[src/rtl/npc_svm_sequencer_pkg.sv]
`default_nettype none
// ============================================================================
//  Module      : npc_pkg
//  Description : Shared types and constants for the NPC SVM sequencer:
//                state-code geometry, the vector-set record and helpers for
//                set validation and segment selection.
//  Revision    : 1.0 - initial release
// ============================================================================
package npc_pkg;

    localparam int NPC_STATE_W    = 5;
    localparam int NPC_NUM_STATES = 27;
    localparam int NPC_SAFE_STATE = 13;
    localparam int NPC_CNT_W      = 16;
    localparam int NPC_NUM_SEGS   = 4;

    // One complete vector set: carrier peak, three thresholds, four codes.
    typedef struct packed {
        logic [NPC_CNT_W-1:0]                      period;
        logic [NPC_CNT_W-1:0]                      t0;
        logic [NPC_CNT_W-1:0]                      t1;
        logic [NPC_CNT_W-1:0]                      t2;
        logic [NPC_NUM_SEGS-1:0][NPC_STATE_W-1:0]  s;
    } svm_set_t;

    // A set is usable only with a non-zero peak, monotonic thresholds that
    // stay within the peak, and every code inside the legal 0..26 range.
    function automatic logic set_is_valid(input svm_set_t x);
        logic ok;
        ok = (x.period != '0) && (x.t0 <= x.t1) && (x.t1 <= x.t2) &&
             (x.t2 <= x.period);
        for (int i = 0; i < NPC_NUM_SEGS; i++) begin
            if (x.s[i] > NPC_STATE_W'(NPC_NUM_STATES - 1)) begin
                ok = 1'b0;
            end
        end
        return ok;
    endfunction

    // Highest threshold reached wins, so equal thresholds collapse the
    // segments between them and those codes are never emitted.
    function automatic logic [1:0] seg_select(input logic [NPC_CNT_W-1:0] cnt,
                                              input svm_set_t            x);
        if (cnt >= x.t2)      return 2'd3;
        else if (cnt >= x.t1) return 2'd2;
        else if (cnt >= x.t0) return 2'd1;
        else                  return 2'd0;
    endfunction

endpackage
`default_nettype wire

[src/rtl/npc_svm_sequencer_if.sv]
`default_nettype none
// ============================================================================
//  Module      : npc_svm_sequencer_if
//  Description : Command port of the SVM sequencer (valid/ready vector-set
//                transfer plus the invalid-command pulse).
//  Ports       : cmd_valid/cmd_ready handshake, cmd_period, cmd_t0..t2,
//                cmd_s0..s3 payload, cmd_err status.
//                master = command source, slave = sequencer.
//  Revision    : 1.0 - initial release
// ============================================================================
interface npc_svm_sequencer_if #(
    parameter int CNT_W = 16
);
    logic             cmd_valid;
    logic             cmd_ready;
    logic [CNT_W-1:0] cmd_period;
    logic [CNT_W-1:0] cmd_t0;
    logic [CNT_W-1:0] cmd_t1;
    logic [CNT_W-1:0] cmd_t2;
    logic [4:0]       cmd_s0;
    logic [4:0]       cmd_s1;
    logic [4:0]       cmd_s2;
    logic [4:0]       cmd_s3;
    logic             cmd_err;

    modport master (
        output cmd_valid, cmd_period, cmd_t0, cmd_t1, cmd_t2,
               cmd_s0, cmd_s1, cmd_s2, cmd_s3,
        input  cmd_ready, cmd_err
    );

    modport slave (
        input  cmd_valid, cmd_period, cmd_t0, cmd_t1, cmd_t2,
               cmd_s0, cmd_s1, cmd_s2, cmd_s3,
        output cmd_ready, cmd_err
    );
endinterface
`default_nettype wire

[src/rtl/npc_updown_carrier.sv]
`default_nettype none
// ============================================================================
//  Module      : npc_updown_carrier
//  Description : Symmetric up/down carrier 0..P..1,0,... with period start
//                pulse. While run is low the counter is held at 0 counting up.
//  Ports       : clk, rst (async, active high), run (enable; low = load 0),
//                period (peak P), cnt, dir (1 = up), sync (leaving zero up).
//  Revision    : 1.0 - initial release
// ============================================================================
module npc_updown_carrier #(
    parameter int CNT_W = 16
) (
    input  wire logic             clk,
    input  wire logic             rst,
    input  wire logic             run,
    input  wire logic [CNT_W-1:0] period,
    output logic      [CNT_W-1:0] cnt,
    output logic                  dir,
    output logic                  sync
);

    logic [CNT_W-1:0] cnt_q, cnt_d;
    logic             dir_q, dir_d;

    // dir holds the direction of the next step: it turns down on reaching
    // the peak and up on reaching zero, so the count never exceeds P.
    always_comb begin
        cnt_d = '0;
        dir_d = 1'b1;
        if (run) begin
            cnt_d = dir_q ? (cnt_q + CNT_W'(1)) : (cnt_q - CNT_W'(1));
            if (cnt_d == period)  dir_d = 1'b0;
            else if (cnt_d == '0) dir_d = 1'b1;
            else                  dir_d = dir_q;
        end
    end

    always_ff @(posedge clk or posedge rst) begin
        if (rst) begin
            cnt_q <= '0;
            dir_q <= 1'b1;
        end else begin
            cnt_q <= cnt_d;
            dir_q <= dir_d;
        end
    end

    assign cnt  = cnt_q;
    assign dir  = dir_q;
    assign sync = run && (cnt_q == '0) && dir_q;

endmodule
`default_nettype wire

[src/rtl/npc_svm_sequencer.sv]
`default_nettype none
// ============================================================================
//  Module      : npc_svm_sequencer
//  Description : Plays back a 4-segment symmetric SVM vector sequence on an
//                up/down carrier; vector sets are double-buffered and swapped
//                in at carrier zero.
//  Ports       : clk, rst (async, active high), en (run enable),
//                cmd_if (slave command port), state (registered 5-bit code),
//                sync (period start pulse), cnt_dir (1 = counting up).
//  Revision    : 1.0 - initial release
// ============================================================================
module npc_svm_sequencer
    import npc_pkg::*;
#(
    parameter int                     CNT_W      = NPC_CNT_W,
    parameter logic [NPC_STATE_W-1:0] SAFE_STATE = NPC_STATE_W'(NPC_SAFE_STATE)
) (
    input  wire logic                    clk,
    input  wire logic                    rst,
    input  wire logic                    en,
    npc_svm_sequencer_if.slave           cmd_if,
    output logic [NPC_STATE_W-1:0]       state,
    output logic                         sync,
    output logic                         cnt_dir
);

    svm_set_t   act_q, act_d, pend_q, pend_d;
    logic       act_valid_q, act_valid_d;
    logic       pend_valid_q, pend_valid_d;
    logic       err_q, err_d;
    logic [NPC_STATE_W-1:0] state_q, state_d;

    svm_set_t   cmd_set, cur_set;
    logic       accept, cmd_ok, swap, cur_valid, run;
    logic [CNT_W-1:0] cnt;
    logic       dir;

    npc_updown_carrier #(.CNT_W(CNT_W)) u_carrier (
        .clk    (clk),
        .rst    (rst),
        .run    (run),
        .period (cur_set.period),
        .cnt    (cnt),
        .dir    (dir),
        .sync   (sync)
    );

    always_comb begin
        cmd_set.period = cmd_if.cmd_period;
        cmd_set.t0     = cmd_if.cmd_t0;
        cmd_set.t1     = cmd_if.cmd_t1;
        cmd_set.t2     = cmd_if.cmd_t2;
        cmd_set.s[0]   = cmd_if.cmd_s0;
        cmd_set.s[1]   = cmd_if.cmd_s1;
        cmd_set.s[2]   = cmd_if.cmd_s2;
        cmd_set.s[3]   = cmd_if.cmd_s3;

        accept = cmd_if.cmd_valid && !pend_valid_q;
        cmd_ok = set_is_valid(cmd_set);

        // The swapped-in set already drives the swap cycle itself, so its
        // codes start exactly at the period start (cnt == 0).
        swap      = pend_valid_q && (!act_valid_q || (en && cnt == '0 && dir));
        cur_set   = swap ? pend_q : act_q;
        cur_valid = act_valid_q || swap;
        run       = en && cur_valid;

        act_d        = cur_set;
        act_valid_d  = cur_valid;
        pend_d       = pend_q;
        pend_valid_d = pend_valid_q && !swap;
        if (accept && cmd_ok) begin
            pend_d       = cmd_set;
            pend_valid_d = 1'b1;
        end
        err_d = accept && !cmd_ok;

        state_d = run ? cur_set.s[seg_select(cnt, cur_set)] : SAFE_STATE;
    end

    always_ff @(posedge clk or posedge rst) begin
        if (rst) begin
            act_q        <= '0;
            act_valid_q  <= 1'b0;
            pend_q       <= '0;
            pend_valid_q <= 1'b0;
            err_q        <= 1'b0;
            state_q      <= SAFE_STATE;
        end else begin
            act_q        <= act_d;
            act_valid_q  <= act_valid_d;
            pend_q       <= pend_d;
            pend_valid_q <= pend_valid_d;
            err_q        <= err_d;
            state_q      <= state_d;
        end
    end

    assign cmd_if.cmd_ready = !pend_valid_q;
    assign cmd_if.cmd_err   = err_q;
    assign state            = state_q;
    assign cnt_dir          = dir;

endmodule
`default_nettype wire

[src/flat_wrapper.sv]
// flat-port wrapper written by rule: the top's interface ports become plain ports
module npc_svm_sequencer_flat import npc_pkg::*;
#(
    parameter int                     CNT_W      = NPC_CNT_W,
    parameter logic [NPC_STATE_W-1:0] SAFE_STATE = NPC_STATE_W'(NPC_SAFE_STATE)
)
  (clk, rst, en, state, sync, cnt_dir, cmd_if_cmd_valid, cmd_if_cmd_period, cmd_if_cmd_t0, cmd_if_cmd_t1, cmd_if_cmd_t2, cmd_if_cmd_s0, cmd_if_cmd_s1, cmd_if_cmd_s2, cmd_if_cmd_s3, cmd_if_cmd_ready, cmd_if_cmd_err);
  npc_svm_sequencer_if #(.CNT_W(CNT_W)) cmd_if_i ();
  input  wire logic clk;
  input  wire logic rst;
  input  wire logic en;
  output logic [NPC_STATE_W-1:0] state;
  output logic sync;
  output logic cnt_dir;
  input wire logic [$bits(cmd_if_i.cmd_valid)-1:0] cmd_if_cmd_valid;
  input wire logic [$bits(cmd_if_i.cmd_period)-1:0] cmd_if_cmd_period;
  input wire logic [$bits(cmd_if_i.cmd_t0)-1:0] cmd_if_cmd_t0;
  input wire logic [$bits(cmd_if_i.cmd_t1)-1:0] cmd_if_cmd_t1;
  input wire logic [$bits(cmd_if_i.cmd_t2)-1:0] cmd_if_cmd_t2;
  input wire logic [$bits(cmd_if_i.cmd_s0)-1:0] cmd_if_cmd_s0;
  input wire logic [$bits(cmd_if_i.cmd_s1)-1:0] cmd_if_cmd_s1;
  input wire logic [$bits(cmd_if_i.cmd_s2)-1:0] cmd_if_cmd_s2;
  input wire logic [$bits(cmd_if_i.cmd_s3)-1:0] cmd_if_cmd_s3;
  output wire logic [$bits(cmd_if_i.cmd_ready)-1:0] cmd_if_cmd_ready;
  output wire logic [$bits(cmd_if_i.cmd_err)-1:0] cmd_if_cmd_err;
  assign cmd_if_i.cmd_valid = cmd_if_cmd_valid;
  assign cmd_if_i.cmd_period = cmd_if_cmd_period;
  assign cmd_if_i.cmd_t0 = cmd_if_cmd_t0;
  assign cmd_if_i.cmd_t1 = cmd_if_cmd_t1;
  assign cmd_if_i.cmd_t2 = cmd_if_cmd_t2;
  assign cmd_if_i.cmd_s0 = cmd_if_cmd_s0;
  assign cmd_if_i.cmd_s1 = cmd_if_cmd_s1;
  assign cmd_if_i.cmd_s2 = cmd_if_cmd_s2;
  assign cmd_if_i.cmd_s3 = cmd_if_cmd_s3;
  assign cmd_if_cmd_ready = cmd_if_i.cmd_ready;
  assign cmd_if_cmd_err = cmd_if_i.cmd_err;
  npc_svm_sequencer #(.CNT_W(CNT_W), .SAFE_STATE(SAFE_STATE)) u_core (.clk(clk), .rst(rst), .en(en), .cmd_if(cmd_if_i), .state(state), .sync(sync), .cnt_dir(cnt_dir));
endmodule
[config.mk]
export PLATFORM = sky130hd
export DESIGN_NAME = npc_svm_sequencer_flat
export DESIGN_NICKNAME = d
export VERILOG_FILES = /design/src/rtl/npc_svm_sequencer_pkg.sv /design/src/rtl/npc_svm_sequencer_if.sv /design/src/rtl/npc_updown_carrier.sv /design/src/rtl/npc_svm_sequencer.sv /design/src/flat_wrapper.sv
export SDC_FILE = /design/constraint.sdc
export NUM_CORES = 1
export LEC_CHECK = 0
export ABC_AREA = 0
export CAP_MARGIN = 5
export CORE_MARGIN = 1.5
export CORE_UTILIZATION = 35
export CTS_CLUSTER_DIAMETER = 80
export DETAILED_ROUTE_END_ITERATION = 16
export GPL_TIMING_DRIVEN = 0
export PLACE_DENSITY = 0.56
export SLEW_MARGIN = 10
export SYNTH_ARGS = -nofsm -noshare
export SYNTH_HDL_FRONTEND = slang
export SYNTH_HIERARCHICAL = 1
export SYNTH_SLANG_ARGS = --single-unit
[constraint.sdc]
create_clock -name clk -period 8.9 [get_ports clk]
set_clock_uncertainty 0.2 [all_clocks]
set_input_delay 1.78 -clock clk [delete_from_list [all_inputs] [get_ports clk]]
set_output_delay 1.78 -clock clk [all_outputs]
set_load 0.01 [all_outputs]
### Word-level counts from Yosys, hierarchy flattened

Cells that the tools add are included.

* magnitude comparators: 11
* reduce and logical (&&, ||, !) cells: 22
* muxes and demuxes: 17
* add/subtract/negate cells: 2
* equality and inequality tests: 2

Operators by type and width (count)
* two-way mux 84 bit: 1
* greater-or-equal comparator 16 bit: 3
* less-or-equal comparator 16 bit: 3
* zero test 16 bit: 2
* two-way mux 16 bit: 2
* > comparator 5 bit, second input constant: 4
* adder 16 x 1 -> 16 bit, second input constant: 1
* == test 16 bit: 1
* nonzero test 16 bit: 1
* subtractor 16 x 1 -> 16 bit, second input constant: 1
* logical AND 1 bit: 13
* binary-select mux 5 bit (select 2 bit): 1
* two-way mux 5 bit: 2
* two-way mux 1 bit: 9
* zero test 1 bit: 4
* two-way mux 2 bit: 2
* less-than comparator 2 x 3 -> 1 bit, second input constant: 1
* != test 3 x 1 -> 1 bit, second input constant: 1
* logical OR 1 bit: 2

* register bits after elaboration: 193

### Logic depth before layout (Yosys ltp)

Gate-level depths: netlist of run 1.

* depth in word-level cells: 13
* mapped depth: 17
* mapped depth without buffers: 14

### Hierarchy

Netlist of run 1, hierarchy kept.

Modules (own cells, without submodules)
* npc_svm_sequencer: cells an instance 780, times used 1, sequential area each 4408.0 um2, area an instance 9283.9 um2
* npc_updown_carrier: cells an instance 247, times used 1, sequential area each 426.7 um2, area an instance 2019.4 um2

### Worst setup path after synthesis of run 1

No wires, ideal clock.

* path type: input to register
* start: in en
* end: reg u_core.state_q[1], in the netlist u_core/state[1]
* data arrival time: 5368 ps
* stages: 16
* data required time: 8581 ps
* library setup time: 119 ps
* setup slack: 3213 ps
* cells stage by stage: nor4bb_1 -> and3_1 -> clkbuf_1 -> and2_1 -> o21ai_2 -> buf_2 -> buf_2 -> mux2_2 -> ha_1 -> or3b_2 -> o2111ai_1 -> a31oi_1 -> a2111oi_0 -> o21a_1 -> mux2_2 -> o21a_1

RTL lines
* start: declaration: RTL line flat_wrapper.sv:11 `input wire logic en;`
* end signal: assignment: RTL line npc_svm_sequencer.sv:95 `state_q <= state_d;`
* end: declaration: RTL line npc_svm_sequencer.sv:31 `logic [NPC_STATE_W-1:0] state_q, state_d;`

==> flow_metrics.tcl, run 1 <==
set metrics [dict create \
    drive_above_1_share_pct 17.13 \
    switching_power_w 0.001136 \
    max-slew-margin-rel_pct 36.97 \
    start_util_pct 35.73 \
    clk_latency_ps 440 \
    async_flop_share_pct 100.0 \
    core-area_um2 31640 \
    drt_first_pass_iters 5 \
    place_congestion 0.8642 \
    fp.dieW_um 182.7 \
    postSynthCellCount 1027 \
    tns_ps 0 \
    synth.avg_cell_area_um2 11.01 \
    antenna_found_initial 0 \
    nets 1343 \
    netlist_area_um2 11300 \
    crit_type "primary input to register" \
    grt_pass1_vias 8241 \
    required_ps 9030 \
    rows 65 \
    wire_per_inst_um 18.73 \
    critPathLaunch "en" \
    synth_cell_types 73 \
    min_from "u_core/act_q[22]" \
    synth_warnings 6 \
    cts_hold_buffers 0 \
    period_share_pct 77.90 \
    p_int_w 0.002308 \
    combPwrFrac_pct 35.3 \
    cts_tree "yes" \
    clk_path_buf_depth 2 \
    dp_hpwl_mm 22.75 \
    synth_seq_cells 193 \
    clkPwrFrac_pct 23.4 \
    drt-initial-drc-count 489 \
    hold_violations 0 \
    grt_overflow 0 \
    synth_ff_type "dfrtp_1" \
    hold_path_depth 2 \
    rsz0062_at_grt "no" \
    powerDensity_nw_per_um2 256.6 \
    io_buffers 96 \
    htree_levels 4 \
    final_common_cell "dfrtp_1" \
    path_clk_slew_ps 80 \
    hold_path.class "register to register" \
    cap_viol_max_count 0 \
    vias_per_cell 5.266 \
    worst-path-max-fanout 10 \
    clkSinkCount 193 \
    vias 8204 \
    dieArea_um2 33380 \
    outcome "finished clean" \
    min_period_ps 6934 \
    grt_max_degree 105 \
    final_max_slew_viol_count 0 \
    final_cell_mix "dfrtp_1, mux2_2, inv_1, ha_1, clkdlybuf4s50_1" \
    rr_startpoint "u_core/u_carrier/cnt[2]" \
    vdd_drop_max_uv 144.4 \
    finalWirelength_mm 29.18 \
    grt_pass1_wl_mm 45.95 \
    arrival_ps 7060 \
    synth_nets 1227 \
    yosysSeqAreaShare_pct 42.77 \
    die_height_um 182.7 \
    antenna_left 0 \
    antenna_cells 0 \
    endpoint_kind "register" \
    p_seq_share_pct 41.3 \
    cts-root-buf "clkbuf_16" \
    track_usage_pct 18.12 \
    start_kind "primary input" \
    reg2reg_depth 15 \
    cts_buffers 17 \
    post_cts_buffers 0 \
    switching_share_pct 32.98 \
    tightest_slew_ps 921.7 \
    p_leak_nw 6.591 \
    ctsResizeCount 0 \
    fmax_ghz 0.1442 \
    drc 0 \
    syn_to_final_growth_pct 18.75 \
    io_pins 97 \
    setup_violations 0 \
    hold_ws_ps 294.5 \
    synth_edf_count 0 \
]
-- layer usage --
layer	up-vias	GRT usage, %	share of wire [%]
met4	0	5.521	1.9
met5	-	0	0
met3	30	2.455	3.3
met2	165	29.19	47
met1	4025	25.28	48
li1	3984	-	-
-- worst max-delay path, stage by stage --
cell and delay, ps:
clkdlybuf4s50_1 470, nor4bb_1 160, and3_1 190, clkbuf_1 180, and2_1 220, o21ai_2 250
buf_2 330, buf_2 380, mux2_2 390, ha_1 270, or3b_2 460, o2111ai_1 120
a31oi_1 110, a2111oi_0 740, o21a_1 410, mux2_2 380, o21a_1 190
-- path summary, 6_finish.rpt --
path / slack, ps / to
worst min-delay path: 290 / u_core/act_q[22]
worst min register to register: 290 / u_core/act_q[22]
max in group asynchronous: 6000 / u_core/pend_q[66]
worst max-delay path: 1970 / u_core/state[1]
worst max register to register: 3060 / u_core/state[1]
min in group asynchronous: 1620 / u_core/pend_q[79]
-- cell type report --
cell class,count,area [um2]
Buffer,34,177.7
Clock buffer,17,425.4
Clock inverter,15,195.2
Fill cell,3026,18210
Inverter,112,427.9
Multi-Input combinational cell,688,5871
Sequential cell,193,4835
Tap cell,402,503.0
Timing Repair Buffer,97,988.4
-- cell families (layout without fill, tap and decap cells) --
logic type	after synthesis	count (layout)	share of synthesized area (%)
fa+ha+maj	112	112	12.46
buf+inv	146	275	5.291
xor+xnor	19	19	1.837
mux	166	166	16.08
compound gates	175	175	11.08
flops	193	193	42.77
simple gates	216	216	10.47
-- sequential cells by signal (all words and copies together), names as in the netlist --
name / cells
u_core/act_q: 84
u_core/pend_q: 84
u_core/u_carrier/cnt: 16
u_core/state: 5
u_core/act_valid_q: 1
u_core/cmd_if.cmd_err: 1
u_core/pend_valid_q: 1
u_core/u_carrier/dir: 1
-- stage by stage --
stage          setup slack [ps]  cells  cell area (um2)  utilization (%)  power (W)
2_1_floorplan              2151   1027            11300                -   0.002295
3_3_place_gp             -401.5   1525            12770            40.36   0.002625
3_5_place_dp               1409   1526            12800            40.47   0.002664
4_1_cts                    1874   1558            13420            42.43   0.003482
5_1_grt                    1747   1558            13420            42.43   0.003699
6_report                   1966   1558            13420            42.43   0.003444
-- power groups by stage --
| stage | Sequential, W | Clock [W] | Combinational (W) |
|---|---|---|---|
| 4_1_cts | 0.00142 | 0.000827 | 0.00123 |
| 5_1_grt | 0.00147 | 0.000864 | 0.00136 |
| 2_1_floorplan | 0.00139 | 0 | 0.000908 |
| 6_report | 0.00142 | 0.000806 | 0.00122 |
| 3_5_place_dp | 0.00144 | 0 | 0.00122 |
| 3_3_place_gp | 0.00143 | 0 | 0.00119 |
-- Yosys cell counts (all sizes together), types with 6 or more instances --
cell type  count  area [um2]
a2111oi        7       61.31
a211oi        12       95.09
a21o           6       45.04
a21oi         41       205.2
a222oi         7       70.07
a31oi          6       37.54
a41oi          7       61.31
and2          24       151.4
buf           21       127.6
clkbuf        13       50.04
dfrtp        189        4730
ha           111        1389
inv          112       420.4
mux2         125        1408
mux2i         41       410.4
nand2         31       116.4
nand2b         6       37.54
nand3         26       130.1
nand4         26       162.7
nor2          29       108.9
nor2b         10       62.56
nor3          18       90.09
nor3b          6       45.04
nor4          15       100.1
o211ai        17       132.6
o21a          10       75.07
o21ai         18       93.84
o31ai          7       52.55
or2            9       56.31
xnor2         12       105.1
Power figures use the tool's default switching activity.
==> run 2: changes to the inputs <==
- PLACE_DENSITY: 0.56 -> 0.58
- clock period: 8.9 -> 5.8 ns (I/O delays scaled with it)
==> run 2 against run 1 <==
Wire length hardly changed. Cell count is 0.32% higher. Worst hold slack worse by 4.1 ps. Sequential power is 54% higher. Largest cell class unchanged. Highest routed layer unchanged.
==> flow_metrics.tcl, run 2 (synthesized netlist as in run 1, its figures left out) <==
set metrics [dict create \
    outcome "finished clean" \
    p_total_w 0.005243 \
    fp.dieW_um 182.7 \
    endpoint_kind "register" \
    track_usage_pct 17.99 \
    min_period_ps 5578 \
    setup_violations 0 \
    die_height_um 182.7 \
    cts_tree "yes" \
    final_util_pct 42.82 \
    cts_hold_buffers 0 \
    r2r_setup_slack_ps 490 \
    reg2reg_depth 16 \
    final_max_slew_viol_count 0 \
    final_cells 1563 \
    hold_ws_ps 290.4 \
    switching_power_w 0.001757 \
    crit_type "primary input to register" \
    switching_share_pct 33.52 \
    core-area_um2 31640 \
    start_util_pct 35.73 \
    drt_first_pass_iters 4 \
    vias_per_cell 5.272 \
    vias 8240 \
    place_congestion 0.8499 \
    dp_hpwl_mm 22.93 \
    min_to "u_core/act_q[64]" \
    drt-initial-drc-count 545 \
    hold_path.class "register to register" \
    io_buffers 96 \
    vdd_drop_max_uv 226.4 \
    arrival_ps 5700 \
    min_from "u_core/act_q[64]" \
    grt_pass1_wl_mm 45.93 \
    place_area_um2 12910 \
    powerDensity_nw_per_um2 387.0 \
    max-slew-margin-rel_pct 35.09 \
    clkPwrFrac_pct 21.8 \
    cts_buffers 17 \
    io_pins 97 \
    fmax_ghz 0.1793 \
    final_cell_mix "dfrtp_1, mux2_2, inv_1, ha_1, clkdlybuf4s50_1" \
    rows 65 \
    finalWirelength_mm 29.17 \
    cap_viol_max_count 0 \
    p_leak_nw 6.627 \
    clk_path_buf_depth 2 \
    wire_per_inst_um 18.66 \
    htree_levels 4 \
    path_clk_slew_ps 70 \
    syn_to_final_growth_pct 19.85 \
    r2r_end "u_core/state[4]" \
    dp.cells 1531 \
    grt_max_degree 36 \
    period_share_pct 96.17 \
    dieArea_um2 33380 \
    hold_path_depth 2 \
    combPwrFrac_pct 36.6 \
    drive_above_1_share_pct 18.00 \
    required_ps 5920 \
    rsz0062_at_grt "no" \
    clk_latency_ps 440 \
    nets 1348 \
    p_int_w 0.003485 \
    start_kind "primary input" \
    clkSinkCount 193 \
    grt_overflow 0 \
    cts-root-buf "clkbuf_16" \
    antenna_left 0 \
    grt_pass1_vias 8385 \
    tightest_slew_ps 949.0 \
    stdcell_area_um2 13550 \
    rr_startpoint "u_core/u_carrier/cnt[2]" \
    hold_violations 0 \
    worst-path-max-fanout 10 \
    drc 0 \
    antenna_cells 0 \
    p_seq_share_pct 41.6 \
    final_common_cell "dfrtp_1" \
    antenna_found_initial 0 \
]
-- run 2: final cells by class --
class | instances | area (um2)
plain buffers | 34 | 196.4
clock buffers | 18 | 429.2
clock inverters | 14 | 140.1
fillers | 3012 | 18090
inverters | 112 | 424.2
multi-input cells | 688 | 5923
flip-flops and latches | 193 | 4835
well taps | 402 | 503.0
repair buffers | 102 | 1096
-- run 2: stage by stage --
stage	setup slack, ps	setup TNS (ps)
final	221.9	0
after global routing	13.03	0
after CTS	4.553	0
after detailed placement	-1108	-5376
after global placement	-1110	-5446
after floorplan	732.9	0
-- run 2: worst max-delay path, cell delays in order --
cell             delay (ps)
clkdlybuf4s50_1         530
nor4bb_1                210
and3_1                  230
clkbuf_1                280
and2_1                  250
o21ai_4                 100
buf_6                   180
buf_6                   170
buf_6                   170
mux2i_1                 160
ha_1                    310
nand4_1                 150
nor3_1                  380
o2111ai_1               240
o211ai_2                260
mux2_2                  430
mux2_2                  270
o21a_1                  180
-- run 2: worst max-delay path by stage --
stage                     start                    to  slack, ps  cells after the start
after floorplan              en       u_core/state[1]        730                     16
after global placement       en       u_core/state[1]      -1110                     17
after detailed placement     en       u_core/state[1]      -1110                     17
after CTS                    en       u_core/state[2]          5                     18
after global routing         en  u_core/u_carrier/dir         10                     17
final                        en       u_core/state[4]        220                     18
-- run 2: layer usage --
metal  routed length [um]  track usage [%]  up-vias
met2                14070            30.55      160
li1                     -                -     3985
met5                    0                0        -
met4                  445            4.661        0
met3                 1064            2.514       26
met1                13590            24.05     4069
-- run 2: power by group through the flow --
stage / Clock (W) / Sequential (W) / Combinational, W
after floorplan: 0 / 0.00213 / 0.00139
after global placement: 0 / 0.00219 / 0.00183
after detailed placement: 0 / 0.00221 / 0.00188
after CTS: 0.00117 / 0.00218 / 0.00190
after global routing: 0.00123 / 0.00225 / 0.00215
final: 0.00115 / 0.00218 / 0.00192
-- run 2: repair_timing --
item,4_1_cts,5_1_grt
setup endpoints to repair,5,6
pin swaps,0,1
endpoints found under the hold margin,0,0
buffers inserted,0,0
gates resized for setup,6,13
==> run 3: changes to the inputs <==
- CTS_BUF_LIST: unset -> sky130_fd_sc_hd__clkbuf_2 sky130_fd_sc_hd__clkbuf_4 sky130_fd_sc_hd__clkbuf_8
==> run 3 against run 2 <==
Fmax grew 0.80%. Wire length shrank 0.40%. Sequential share of layout area grew 0.55 points. Core utilization shrank 0.65 points. Power shrank 5.6%. Worst setup slack gained 44 ps. Critical path depth is the same. Critical endpoint unchanged. Largest power group unchanged.
==> flow_metrics.tcl, run 3 (synthesized netlist as in run 1, its figures left out) <==
set metrics [dict create \
    register_area_um2 4835 \
    setup_violations 0 \
    fmax_ghz 0.1807 \
    grt_overflow 0 \
    drc 0 \
    worst-path-max-fanout 10 \
    hold_path.class "register to register" \
    crit_type "primary input to register" \
    grt_pass1_wl_mm 45.65 \
    final_cell_mix "dfrtp_1, mux2_2, inv_1, ha_1, clkdlybuf4s50_1" \
    stdcell_area_um2 13340 \
    vias 8263 \
    hold_ws_ps 298.2 \
    drt-met1-wl_mm 13.75 \
    tightest_slew_ps 924.0 \
    place_congestion 0.8499 \
    clk_latency_ps 480 \
    drt-initial-drc-count 479 \
    finalWirelength_mm 29.05 \
    cts_hold_buffers 0 \
    path_clk_slew_ps 100 \
    drt_first_pass_iters 7 \
    dr.max_layer_used "met4" \
    place_area_um2 12910 \
    antenna_found_initial 0 \
    fin_ws_ps 266.2 \
    grt_pass1_vias 8327 \
    cts_buffers 17 \
    die_height_um 182.7 \
    track_usage_pct 17.89 \
    cap_viol_max_count 0 \
    hold_violations 0 \
    powerDensity_nw_per_um2 370.8 \
    antenna_cells 0 \
    wire_per_inst_um 18.58 \
    start_util_pct 35.73 \
    rows 65 \
    io_pins 97 \
    endpoint_kind "register" \
    period_share_pct 95.41 \
    clk_path_buf_depth 2 \
    final_util_pct 42.17 \
    vdd_drop_max_uv 156.3 \
    cts-root-buf "clkbuf_8" \
    outcome "finished clean" \
    grt_max_degree 36 \
    core-area_um2 31640 \
    start_kind "primary input" \
    io_buffers 96 \
    final_max_slew_viol_count 0 \
    wl_met3_um 912 \
    rsz0062_at_grt "no" \
    antenna_left 0 \
    wl_met2_mm 13.77 \
    p_leak_nw 6.538 \
    drive_above_1_share_pct 18.00 \
    final_common_cell "dfrtp_1" \
    nets 1348 \
    cts_tree "yes" \
    min_period_ps 5534 \
    htree_levels 4 \
    multiInputGateArea_um2 5906 \
    dp_hpwl_mm 22.93 \
    arrival_ps 5690 \
    pre_cts_ws_ps -1108 \
    fp.dieW_um 182.7 \
    fill_cells 3045 \
    syn_to_final_growth_pct 18.03 \
    max-slew-margin-rel_pct 36.80 \
    vias_per_cell 5.287 \
    clkSinkCount 193 \
    dieArea_um2 33380 \
    required_ps 5960 \
]
## run 3: cell counts in the layout (fill, tap and decap cells not counted)
No cell type changed its count.
## run 3: cell type report
| type | count | share of cell area [%] |
|---|---|---|
| sequential | 193 | 36.24 |
| tap | 402 | 3.770 |
| multi-input combinational | 688 | 44.27 |
| clock inverter | 14 | 1.050 |
| timing repair buffer | 102 | 8.215 |
| clock buffer | 18 | 1.810 |
| inverter | 112 | 3.179 |
| buffer | 34 | 1.472 |
## run 3: path summary, 6_finish.rpt
check / cells after the start / from / slack (ps) / endpoint
max: 18 / en / 270 / u_core/state[4]
min: 2 / u_core/act_q[64] / 300 / u_core/act_q[64]
max reg2reg: 16 / u_core/u_carrier/cnt[2] / 460 / u_core/state[4]
min reg2reg: 2 / u_core/act_q[64] / 300 / u_core/act_q[64]
max in group asynchronous: 7 / rst / 3120 / u_core/pend_q[59]
min in group asynchronous: 2 / rst / 900 / u_core/act_q[78]
## run 3: metal layers
metal,global-route usage [%],up-vias
li1,-,3990
met1,24.04,4076
met2,29.83,169
met3,2.594,28
met4,5.388,0
met5,0,-
## run 3: timing repair
item / CTS / global route
resized for setup: 6 / 11
buffers inserted: 0 / 0
setup endpoints to repair: 5 / 6
## run 3: metrics by stage
step	cells	setup TNS [ps]	total power (W)
2_1_floorplan	1027	0	0.003522
3_3_place_gp	1525	-5446	0.004020
3_5_place_dp	1531	-5376	0.004086
4_1_cts	1563	0	0.004970
5_1_grt	1563	0	0.005320
6_report	1563	0	0.004947
## run 3: critical path: stages
cell,delay [ps]
clkdlybuf4s50_1,520
nor4bb_1,180
and3_1,220
clkbuf_1,280
and2_1,250
o21ai_4,100
buf_6,170
buf_6,170
buf_6,170
mux2i_1,150
ha_1,310
nand4_1,150
nor3_1,390
o2111ai_1,250
o211ai_2,270
mux2_2,430
mux2_2,270
o21a_1,180
## run 3: where the power goes
group | leakage, nW | internal, W | switching (W)
Combinational | 3.97 | 0.000977 | 0.000933
Sequential | 2.38 | 0.00193 | 0.000250
Clock | 0.190 | 0.000325 | 0.000536
Total | 6.54 | 0.00323 | 0.00172
